File: src/rtl/pc_pkg.sv
// pc_pkg: shared types and constants for the fetch-stage PC generator.
//   state_t - run/halt state machine encoding (BOOT, RUN, HALT)
//   src_t   - PC load source, listed in priority order (first wins)
//   DEFAULT_RESET_VEC - reset PC used when the instance does not override it
package pc_pkg;

   localparam logic [31:0] DEFAULT_RESET_VEC = 32'h0000_0000;

   typedef enum logic [1:0] {
      BOOT = 2'd0,
      RUN  = 2'd1,
      HALT = 2'd2
   } state_t;

   typedef enum logic [2:0] {
      SRC_TRAP   = 3'd0,
      SRC_MRET   = 3'd1,
      SRC_JUMP   = 3'd2,
      SRC_BRANCH = 3'd3,
      SRC_HOLD   = 3'd4,
      SRC_SEQ    = 3'd5
   } src_t;

endpackage

File: src/rtl/pc_inc.sv
// pc_inc: combinational sequential-PC adder, sum = addr + INC.
//   addr - current PC (DWIDTH)
//   sum  - addr + INC, wrapping modulo 2^DWIDTH (carry out is discarded)
module pc_inc #(
   parameter int DWIDTH = 32,
   parameter int INC    = 4
) (
   input  logic [DWIDTH-1:0] addr,
   output logic [DWIDTH-1:0] sum
);

   localparam logic [DWIDTH-1:0] INC_VAL = DWIDTH'(INC);

   assign sum = addr + INC_VAL;

endmodule

File: src/rtl/pc_gen.sv
// pc_gen: program-counter generator for the rv32i fetch stage.
// Holds the architectural PC and advances it by INC, with fixed-priority
// trap / mret / jump / branch / stall handling, misaligned-target rejection
// and a BOOT/RUN/HALT state machine that tells fetch when pc is valid.
//   clk, rst_n           - clock and synchronous active-low reset
//   stall, halt_req      - hold PC / request HALT
//   resume               - leave HALT
//   branch_taken/_target - taken branch redirect
//   jump/jump_target     - JAL/JALR redirect
//   trap/trap_vec        - exception/interrupt entry (never alignment-checked)
//   mret/epc             - trap return
//   pc                   - registered current PC
//   pc_next_seq          - pc + INC, combinational
//   pc_valid             - pc is fetchable (state RUN)
//   redirect             - last edge loaded pc from a non-sequential source
//   misaligned           - one-cycle pulse: last edge rejected a target
//   bad_addr             - most recently rejected target
module pc_gen
   import pc_pkg::*;
#(
   parameter int                DWIDTH     = 32,
   parameter int                INC        = 4,
   parameter logic [DWIDTH-1:0] RESET_VEC  = DWIDTH'(DEFAULT_RESET_VEC),
   parameter int                ALIGN_BITS = 2
) (
   input  logic              clk,
   input  logic              rst_n,
   input  logic              stall,
   input  logic              halt_req,
   input  logic              resume,
   input  logic              branch_taken,
   input  logic [DWIDTH-1:0] branch_target,
   input  logic              jump,
   input  logic [DWIDTH-1:0] jump_target,
   input  logic              trap,
   input  logic [DWIDTH-1:0] trap_vec,
   input  logic              mret,
   input  logic [DWIDTH-1:0] epc,
   output logic [DWIDTH-1:0] pc,
   output logic [DWIDTH-1:0] pc_next_seq,
   output logic              pc_valid,
   output logic              redirect,
   output logic              misaligned,
   output logic [DWIDTH-1:0] bad_addr
);

   // Mask of low target bits that must be zero; ALIGN_BITS=0 yields an
   // all-zero mask, which disables the check without a zero-width slice.
   localparam logic [DWIDTH-1:0] ALIGN_MASK = DWIDTH'((64'd1 << ALIGN_BITS) - 64'd1);

   state_t            state_reg, state_next;
   logic [DWIDTH-1:0] pc_reg, pc_next;
   logic              redirect_reg, redirect_next;
   logic              misaligned_reg, misaligned_next;
   logic [DWIDTH-1:0] bad_addr_reg, bad_addr_next;

   logic [DWIDTH-1:0] pc_plus_inc;
   src_t              src;
   logic [DWIDTH-1:0] redir_target;
   logic              target_misaligned;
   logic              redirect_active;

   pc_inc #(
      .DWIDTH (DWIDTH),
      .INC    (INC)
   ) u_inc (
      .addr (pc_reg),
      .sum  (pc_plus_inc)
   );

   // Priority encoder for the PC load source.
   always_comb begin
      src = SRC_SEQ;
      if (trap)
         src = SRC_TRAP;
      else if (mret)
         src = SRC_MRET;
      else if (jump)
         src = SRC_JUMP;
      else if (branch_taken)
         src = SRC_BRANCH;
      else if (stall || halt_req)
         src = SRC_HOLD;
   end

   // Target of the checked redirect sources (mret/jump/branch) only.
   always_comb begin
      redir_target = '0;
      case (src)
         SRC_MRET:   redir_target = epc;
         SRC_JUMP:   redir_target = jump_target;
         SRC_BRANCH: redir_target = branch_target;
         default:    redir_target = '0;
      endcase
   end

   assign target_misaligned = |(redir_target & ALIGN_MASK);
   assign redirect_active   = trap || mret || jump || branch_taken;

   always_comb begin
      state_next      = state_reg;
      pc_next         = pc_reg;
      redirect_next   = 1'b0;
      misaligned_next = 1'b0;
      bad_addr_next   = bad_addr_reg;

      case (state_reg)
         BOOT: begin
            state_next = RUN;
         end

         RUN: begin
            case (src)
               SRC_TRAP: begin
                  pc_next       = trap_vec;
                  redirect_next = 1'b1;
               end
               SRC_MRET, SRC_JUMP, SRC_BRANCH: begin
                  if (target_misaligned) begin
                     // Hold pc and report; the core answers with a trap.
                     misaligned_next = 1'b1;
                     bad_addr_next   = redir_target;
                  end else begin
                     pc_next       = redir_target;
                     redirect_next = 1'b1;
                  end
               end
               SRC_HOLD: begin
                  pc_next = pc_reg;
               end
               default: begin
                  pc_next = pc_plus_inc;
               end
            endcase
            // A redirect on the same edge wins over the halt request.
            if (halt_req && !redirect_active)
               state_next = HALT;
         end

         HALT: begin
            if (trap) begin
               pc_next       = trap_vec;
               redirect_next = 1'b1;
               state_next    = RUN;
            end else if (resume) begin
               state_next = RUN;
            end
         end

         default: begin
            state_next = BOOT;
         end
      endcase
   end

   always_ff @(posedge clk) begin
      if (!rst_n) begin
         state_reg      <= BOOT;
         pc_reg         <= RESET_VEC;
         redirect_reg   <= 1'b0;
         misaligned_reg <= 1'b0;
         bad_addr_reg   <= '0;
      end else begin
         state_reg      <= state_next;
         pc_reg         <= pc_next;
         redirect_reg   <= redirect_next;
         misaligned_reg <= misaligned_next;
         bad_addr_reg   <= bad_addr_next;
      end
   end

   assign pc          = pc_reg;
   assign pc_next_seq = pc_plus_inc;
   assign pc_valid    = (state_reg == RUN);
   assign redirect    = redirect_reg;
   assign misaligned  = misaligned_reg;
   assign bad_addr    = bad_addr_reg;

endmodule

File: config.mk
export PLATFORM = sky130hd
export DESIGN_NAME = pc_gen
export DESIGN_NICKNAME = d
export VERILOG_FILES = /design/src/rtl/pc_pkg.sv /design/src/rtl/pc_inc.sv /design/src/rtl/pc_gen.sv
export SDC_FILE = /design/constraint.sdc
export NUM_CORES = 1
export LEC_CHECK = 0
export CAP_MARGIN = 20
export CORE_ASPECT_RATIO = 1.2
export CORE_MARGIN = 10
export CORE_UTILIZATION = 35
export CTS_BUF_LIST = sky130_fd_sc_hd__clkbuf_16
export DETAILED_ROUTE_END_ITERATION = 16
export MAX_ROUTING_LAYER = met4
export PLACE_DENSITY = 0.71
export REMOVE_ABC_BUFFERS = 1
export SYNTH_ARGS = -nofsm -noshare
export SYNTH_HDL_FRONTEND = slang
export SYNTH_SLANG_ARGS = --single-unit
File: constraint.sdc
create_clock -name clk -period 2.9 [get_ports clk]
set_input_delay 0.29 -clock clk [delete_from_list [all_inputs] [get_ports clk]]
set_output_delay 0.29 -clock clk [all_outputs]
set_load 0.01 [all_outputs]
==> results of run 1 <==
placed cells by master, fill, tap and decap left out, types with 8 or more instances in the layout:
| cell | Yosys | final |
|---|---|---|
| nand3_1 | 18 | 18 |
| xnor2_1 | 19 | 19 |
| a31o_2 | 12 | 12 |
| inv_1 | 10 | 9 |
| a21oi_1 | 26 | 26 |
| o31ai_1 | 10 | 10 |
| dfxtp_1 | 68 | 62 |
| clkdlybuf4s50_1 | 0 | 234 |
| a22oi_1 | 15 | 15 |
| xor2_1 | 8 | 8 |
| clkbuf_16 | 0 | 9 |
| a211oi_1 | 32 | 32 |
| a311oi_1 | 9 | 9 |
| buf_4 | 5 | 40 |
| nand2_1 | 58 | 58 |
| o21ai_0 | 15 | 15 |
| a31oi_1 | 8 | 8 |
| a222oi_1 | 14 | 14 |
| nor2_1 | 66 | 65 |
| nand4_1 | 13 | 13 |
layout make-up:
| class | count | area share, % |
|---|---|---|
| clock buffer | 9 | 2.95 |
| clock inverter | 7 | 0.984 |
| inverter | 10 | 0.492 |
| multi-input combinational | 447 | 38.9 |
| sequential | 68 | 17.9 |
| tap | 164 | 2.69 |
| timing repair buffer | 280 | 36.0 |
cells by family after synthesis:
logic type / after synthesis / synth area share, %
AOI/OAI and AO/OA: 213 / 35.3
xor gates and xnor gates: 27 / 5.13
muxes: 1 / 0.217
buffers and inverters: 72 / 7.08
and+or+nand+nor: 201 / 21.3
DFF: 68 / 29.5
adders and majority gates: 5 / 1.36
how the worst min path moves through the flow:
stage                                    from  depth (start not counted)                        end
CTS                  bad_addr[2]$_SDFFE_PN0P_                          2   bad_addr[2]$_SDFFE_PN0P_
global placement    bad_addr[10]$_SDFFE_PN0P_                          2  bad_addr[10]$_SDFFE_PN0P_
global route         bad_addr[2]$_SDFFE_PN0P_                          2   bad_addr[2]$_SDFFE_PN0P_
floorplan                               rst_n                          1        pc[25]$_SDFFE_PN0P_
finish               bad_addr[9]$_SDFFE_PN0P_                          2   bad_addr[9]$_SDFFE_PN0P_
detailed placement   bad_addr[2]$_SDFFE_PN0P_                          2   bad_addr[2]$_SDFFE_PN0P_
worst max-delay path, cell delays in order (launching register included):
cell and delay (ns):
dfxtp_1 0.45, nand4_1 0.29, nor2_1 0.22, buf_4 0.19
nand4_1 0.22, xnor2_1 0.22, clkdlybuf4s50_1 0.56
layer usage:
| metal | vias to the layer above | share of wire, % | track usage [%] |
|---|---|---|---|
| met5 | - | 0 | - |
| met4 | 0 | 1.1 | 6.30 |
| met3 | 21 | 5.8 | 3.82 |
| met2 | 272 | 50 | 40.2 |
| met1 | 2763 | 43 | 28.8 |
| li1 | 2720 | - | - |
power breakdown:
part / total [mW] / internal (mW) / switching, mW / leakage, nW
sequential: 1.09 / 1.01 / 0.0756 / 0.557
combinational: 1.08 / 0.584 / 0.500 / 1.99
clock: 1.15 / 0.670 / 0.478 / 0.138
total: 3.32 / 2.27 / 1.05 / 2.69
stage by stage:
step / instance area [um^2] / std cells / hold WS [ns] / TNS, ns
finish: 7630 / 985 / 0.498 / 0
global route: 7630 / 985 / 0.514 / -0.0245
CTS: 7590 / 983 / 0.499 / 0
detailed placement: 7280 / 967 / 0.491 / 0
global placement: 7280 / 967 / 0.484 / 0
floorplan: 4320 / 525 / 0.407 / -15.57
repair_timing:
action / 4_1_cts / 5_1_grt
buffers inserted: 0 / 2
gates cloned: 0 / 0
endpoints found under the setup margin: 6 / 12
pin swaps: 1 / 3
resized for setup: 4 / 8
==> results.txt, run 1 <==
Worst Setup End Kind - output port
Leak pwr - 2.69 nW
Number of max-cap violations - 0
Reg2reg path depth - 7
Antenna diodes - 0
Relative max-transition margin - 37.8%
Top-area cell type share of the netlist area - 29.5%
Total Routing Usage GR - 23.9%
I/O Buffers - 235
CTS tree - built
Hold Path Class - register to register
Final worst slack - 0.113 ns
Tot Pwr - 3.32 mW
Mean Syn Cell Area - 7.85 um^2
Area occupied by multi-input gates - 2970 um^2
Post-synthesis instance area - 4610 um^2
Max Transition Viols Final - 0
Die Y - 146 um
Worst-Skew Late Latency - 0.35 ns
Seq cells post-synth - 68
Routed Wire Length - 22100 um
First-pass GRT wire length - 34500 um
Worst Path Required - 2.61 ns
CP Max Fanout - 8
Largest net degree at the start of global routing - 48
Fin. Hold Viols - 0
Pre-antenna DRT Iters - 6
Final setup vio count - 0
CP Launch Point - pc[4]$_SDFFE_PN0P_
Vias in the first global route - 5919
Via count - 5776
Post-synth EDFFs - 0
Nets - 958
Seq/Total Area, Yosys - 29.5%
Worst-path clk slew - 0.06 ns
Warnings, synthesis - 0
ANT nets after route - 0
Reg-to-reg endpoint - pc[16]$_SDFFE_PN0P_
Initial DRC count - 460
Crit path launch type - register
GRT Residual Overflow - 0
Synthesized instance count - 587
PwrDens - 435 nW/um^2
CP Class - register to output port
Final worst-path cycle share - 96.1%
Wire per inst - 22.5 um
Min cycle time layout - 2.79 ns
DRC - 0
Synth cell types - 69
H-Tree Depth - 3
Top FF cell, synth - dfxtp_1
Final Util - 59.7%
Clock Tree Buf Depth - 2
Clk_skew - 0.00616 ns
Top cells by area, synth - dfxtp_1 (30%), nor2_1 (5.4%), a211oi_1 (5.2%)
CP Capture Point - pc_next_seq[31]
Post-synth top cells - dfxtp_1 (68), nor2_1 (66), nand2_1 (58)
Die area - 18200 um^2
Clock Tree Root - clkbuf_16
R2R setup slack - 0.61 ns
DP HPWL - 16800 um
Worst slack at placement - 0.308 ns
Gpl congestion - 0.920
Worst endpoint data arrival time - 2.50 ns
Largest area contributor in the synthesized netlist - dfxtp_1
Initial antenna violation count - 0
Area of the core - 12800 um^2
Core Rows - 45
Worst reg2reg startpoint - state_reg[0]$_SDFFE_PN0P_
Worst slew pin tran - 0.933 ns
Ys async rst share - 0%
F_max - 359 MHz
Initial Utilization - 36.1%
Vias per inst - 5.86
Cts hold-fix bufs - 0
Filler cells - 1175
P&R area growth vs syn - 65.4%
# IOs - 236
Worst VDD drop - 0.000274 V
CTS buffer count - 9
FF/Latch Area - 1370 um^2
Die width - 125 um
Most frequent cell after synthesis - dfxtp_1
Status - finished clean
CTS sink cnt - 68
Share of cells above drive strength 1 - 12.2%
Power figures use the tool's default switching activity.
==> run 2: changes to the inputs <==
SETUP_SLACK_MARGIN = 0.15   (was default)
==> results.txt, run 2 (synthesized netlist as in run 1, its figures left out) <==
Leak pwr - 2.83 nW (was 2.69 nW)
Commonest non-fill, non-tap cell in the layout - clkdlybuf4s50_1 (unchanged)
CTS tree - built (unchanged)
Number of max-cap violations - 0 (unchanged)
Die area - 18200 um^2 (unchanged)
Share of cells above drive strength 1 - 13.8% (was 12.2%)
Layout Cells excl Fill - 989 (was 985)
CTS sink cnt - 68 (unchanged)
Antenna diodes - 0 (unchanged)
Vias per inst - 5.87 (was 5.86)
R2R setup slack - 0.62 ns (was 0.61 ns)
First-pass GRT wire length - 34600 um (was 34500 um)
RSZ-0062 raised after global routing - true
Area occupied by multi-input gates - 3000 um^2 (was 2970 um^2)
Initial antenna violation count - 0 (unchanged)
Dpl cells - 967 (unchanged)
Clk_skew - 0.00514 ns (was 0.00616 ns)
CP Max Fanout - 7 (was 8)
Worst-Skew Late Latency - 0.35 ns (about the same)
Hold Path Class - register to register (unchanged)
Area of the core - 12800 um^2 (unchanged)
Worst Setup End Kind - output port (unchanged)
Reg2reg path depth - 6 (was 7)
Worst-path clk slew - 0.06 ns (about the same)
Min cycle time layout - 2.69 ns (was 2.79 ns)
Final worst-path cycle share - 92.9% (was 96.1%)
Hold endpoint - bad_addr[9]$_SDFFE_PN0P_ (unchanged)
Wire per inst - 22.4 um (was 22.5 um)
Initial Utilization - 36.1% (unchanged)
Clock Tree Root - clkbuf_16 (unchanged)
Die width - 125 um (unchanged)
F_max - 371 MHz (was 359 MHz)
Filler cells - 1175 (unchanged)
Vias in the first global route - 5946 (was 5919)
Worst endpoint data arrival time - 2.40 ns (was 2.50 ns)
ANT nets after route - 0 (unchanged)
PwrDens - 431 nW/um^2 (was 435 nW/um^2)
Worst reg2reg startpoint - state_reg[0]$_SDFFE_PN0P_ (unchanged)
Reg-to-reg endpoint - pc[27]$_SDFFE_PN0P_ (was pc[16]$_SDFFE_PN0P_)
Via count - 5803 (was 5776)
Final Util - 60.3% (was 59.7%)
Relative max-transition margin - 37.7% (was 37.8%)
DRC - 0 (unchanged)
Total Routing Usage GR - 23.9% (about the same)
Die Y - 146 um (unchanged)
FF/Latch Area - 1380 um^2 (was 1370 um^2)
CP Class - register to output port (unchanged)
Clock Tree Buf Depth - 2 (unchanged)
Core Rows - 45 (unchanged)
Final setup vio count - 0 (unchanged)
Pre-antenna DRT Iters - 6 (unchanged)
Crit path launch type - register (unchanged)
Nets - 962 (was 958)
Cts hold-fix bufs - 0 (unchanged)
CTS buffer count - 9 (unchanged)
Min-Delay Path Depth - 2 (unchanged)
Worst Path Required - 2.61 ns (about the same)
Max Transition Viols Final - 0 (unchanged)
H-Tree Depth - 3 (unchanged)
Routed Wire Length - 22200 um (was 22100 um)
Gpl congestion - 0.920 (unchanged)
Worst slew pin tran - 0.934 ns (was 0.933 ns)
Status - finished clean (unchanged)
Tot Pwr - 3.32 mW (about the same)
I/O Buffers - 235 (unchanged)
P&R area growth vs syn - 67.2% (was 65.4%)
Most frequent cells in the layout - clkdlybuf4s50_1 (226), nor2_1 (64), nand2_1 (58) (was clkdlybuf4s50_1 (234), nor2_1 (65), dfxtp_1 (62))
DP HPWL - 16800 um (unchanged)
Beginning of the worst hold path - bad_addr[9]$_SDFFE_PN0P_ (unchanged)
GRT Residual Overflow - 0 (unchanged)
Worst VDD drop - 0.000272 V (was 0.000274 V)
Largest net degree at the start of global routing - 48 (unchanged)
Hold WS - 0.498 ns (about the same)
# IOs - 236 (unchanged)
Initial DRC count - 516 (was 460)
Fin. Hold Viols - 0 (unchanged)
[run 2: cell types whose count changed in the layout (fill, tap and decap cells not counted), sizes merged]
cell,previous run,this run
buf,46,50
clkdlybuf4s50,234,226
dlygate4sd2,0,1
dlymetal6s2s,0,7
[run 2: worst max path at each step]
stage / start / to / slack [ns] / cells past startpoint
4_1_cts: pc[21]$_SDFFE_PN0P_ / pc_next_seq[31] / 0.13 / 6
3_3_place_gp: trap / pc[30]$_SDFFE_PN0P_ / 0.35 / 6
6_report: pc[20]$_SDFFE_PN0P_ / pc_next_seq[29] / 0.21 / 6
5_1_grt: pc[4]$_SDFFE_PN0P_ / pc_next_seq[17] / 0.04 / 6
3_5_place_dp: trap / bad_addr[29]$_SDFFE_PN0P_ / 0.31 / 7
2_1_floorplan: trap / pc[24]$_SDFFE_PN0P_ / -0.56 / 5
[run 2: per-layer routing]
layer | track usage, % | vias to the layer above | part of all wire (%)
met2 | 40.4 | 277 | 50
met1 | 28.8 | 2780 | 42
met5 | - | - | 0
met3 | 3.82 | 24 | 6.1
met4 | 6.30 | 0 | 1.3
li1 | - | 2722 | -
[run 2: what timing repair did]
action	in CTS	in global routing
hold endpoints to repair	0	0
pin swaps	3	8
buffers inserted	3	3
gates resized for setup	12	20
setup endpoints to repair	18	20
[run 2: cell type report]
| type | instances | area share [%] |
|---|---|---|
| sequential | 68 | 17.9 |
| clock buffer | 9 | 2.92 |
| timing repair buffer | 284 | 36.2 |
| inverter | 10 | 0.487 |
| clock inverter | 7 | 0.974 |
| multi-input combinational | 447 | 38.9 |
| tap | 164 | 2.66 |
[run 2: worst max-delay path, cell delays in order, from the launching register on]
cell,delay [ns]
dfxtp_2,0.40
nand4_1,0.27
buf_4,0.25
nor3_1,0.19
nand3_1,0.18
xnor2_1,0.18
clkdlybuf4s50_1,0.59
[run 2: where the power goes]
group	switching (mW)	internal [mW]	leakage [nW]	total (mW)
sequential	0.0773	1.02	0.559	1.09
clock	0.475	0.670	0.138	1.15
combinational	0.501	0.581	2.13	1.08
[run 2: metrics by stage]
step	setup TNS (ns)	worst slack (ns)	area (um^2)
finish	0	0.207	7710
global route	0	0.0363	7710
CTS	0	0.130	7620
detailed placement	0	0.308	7280
global placement	0	0.350	7280
floorplan	-15.57	-0.561	4320
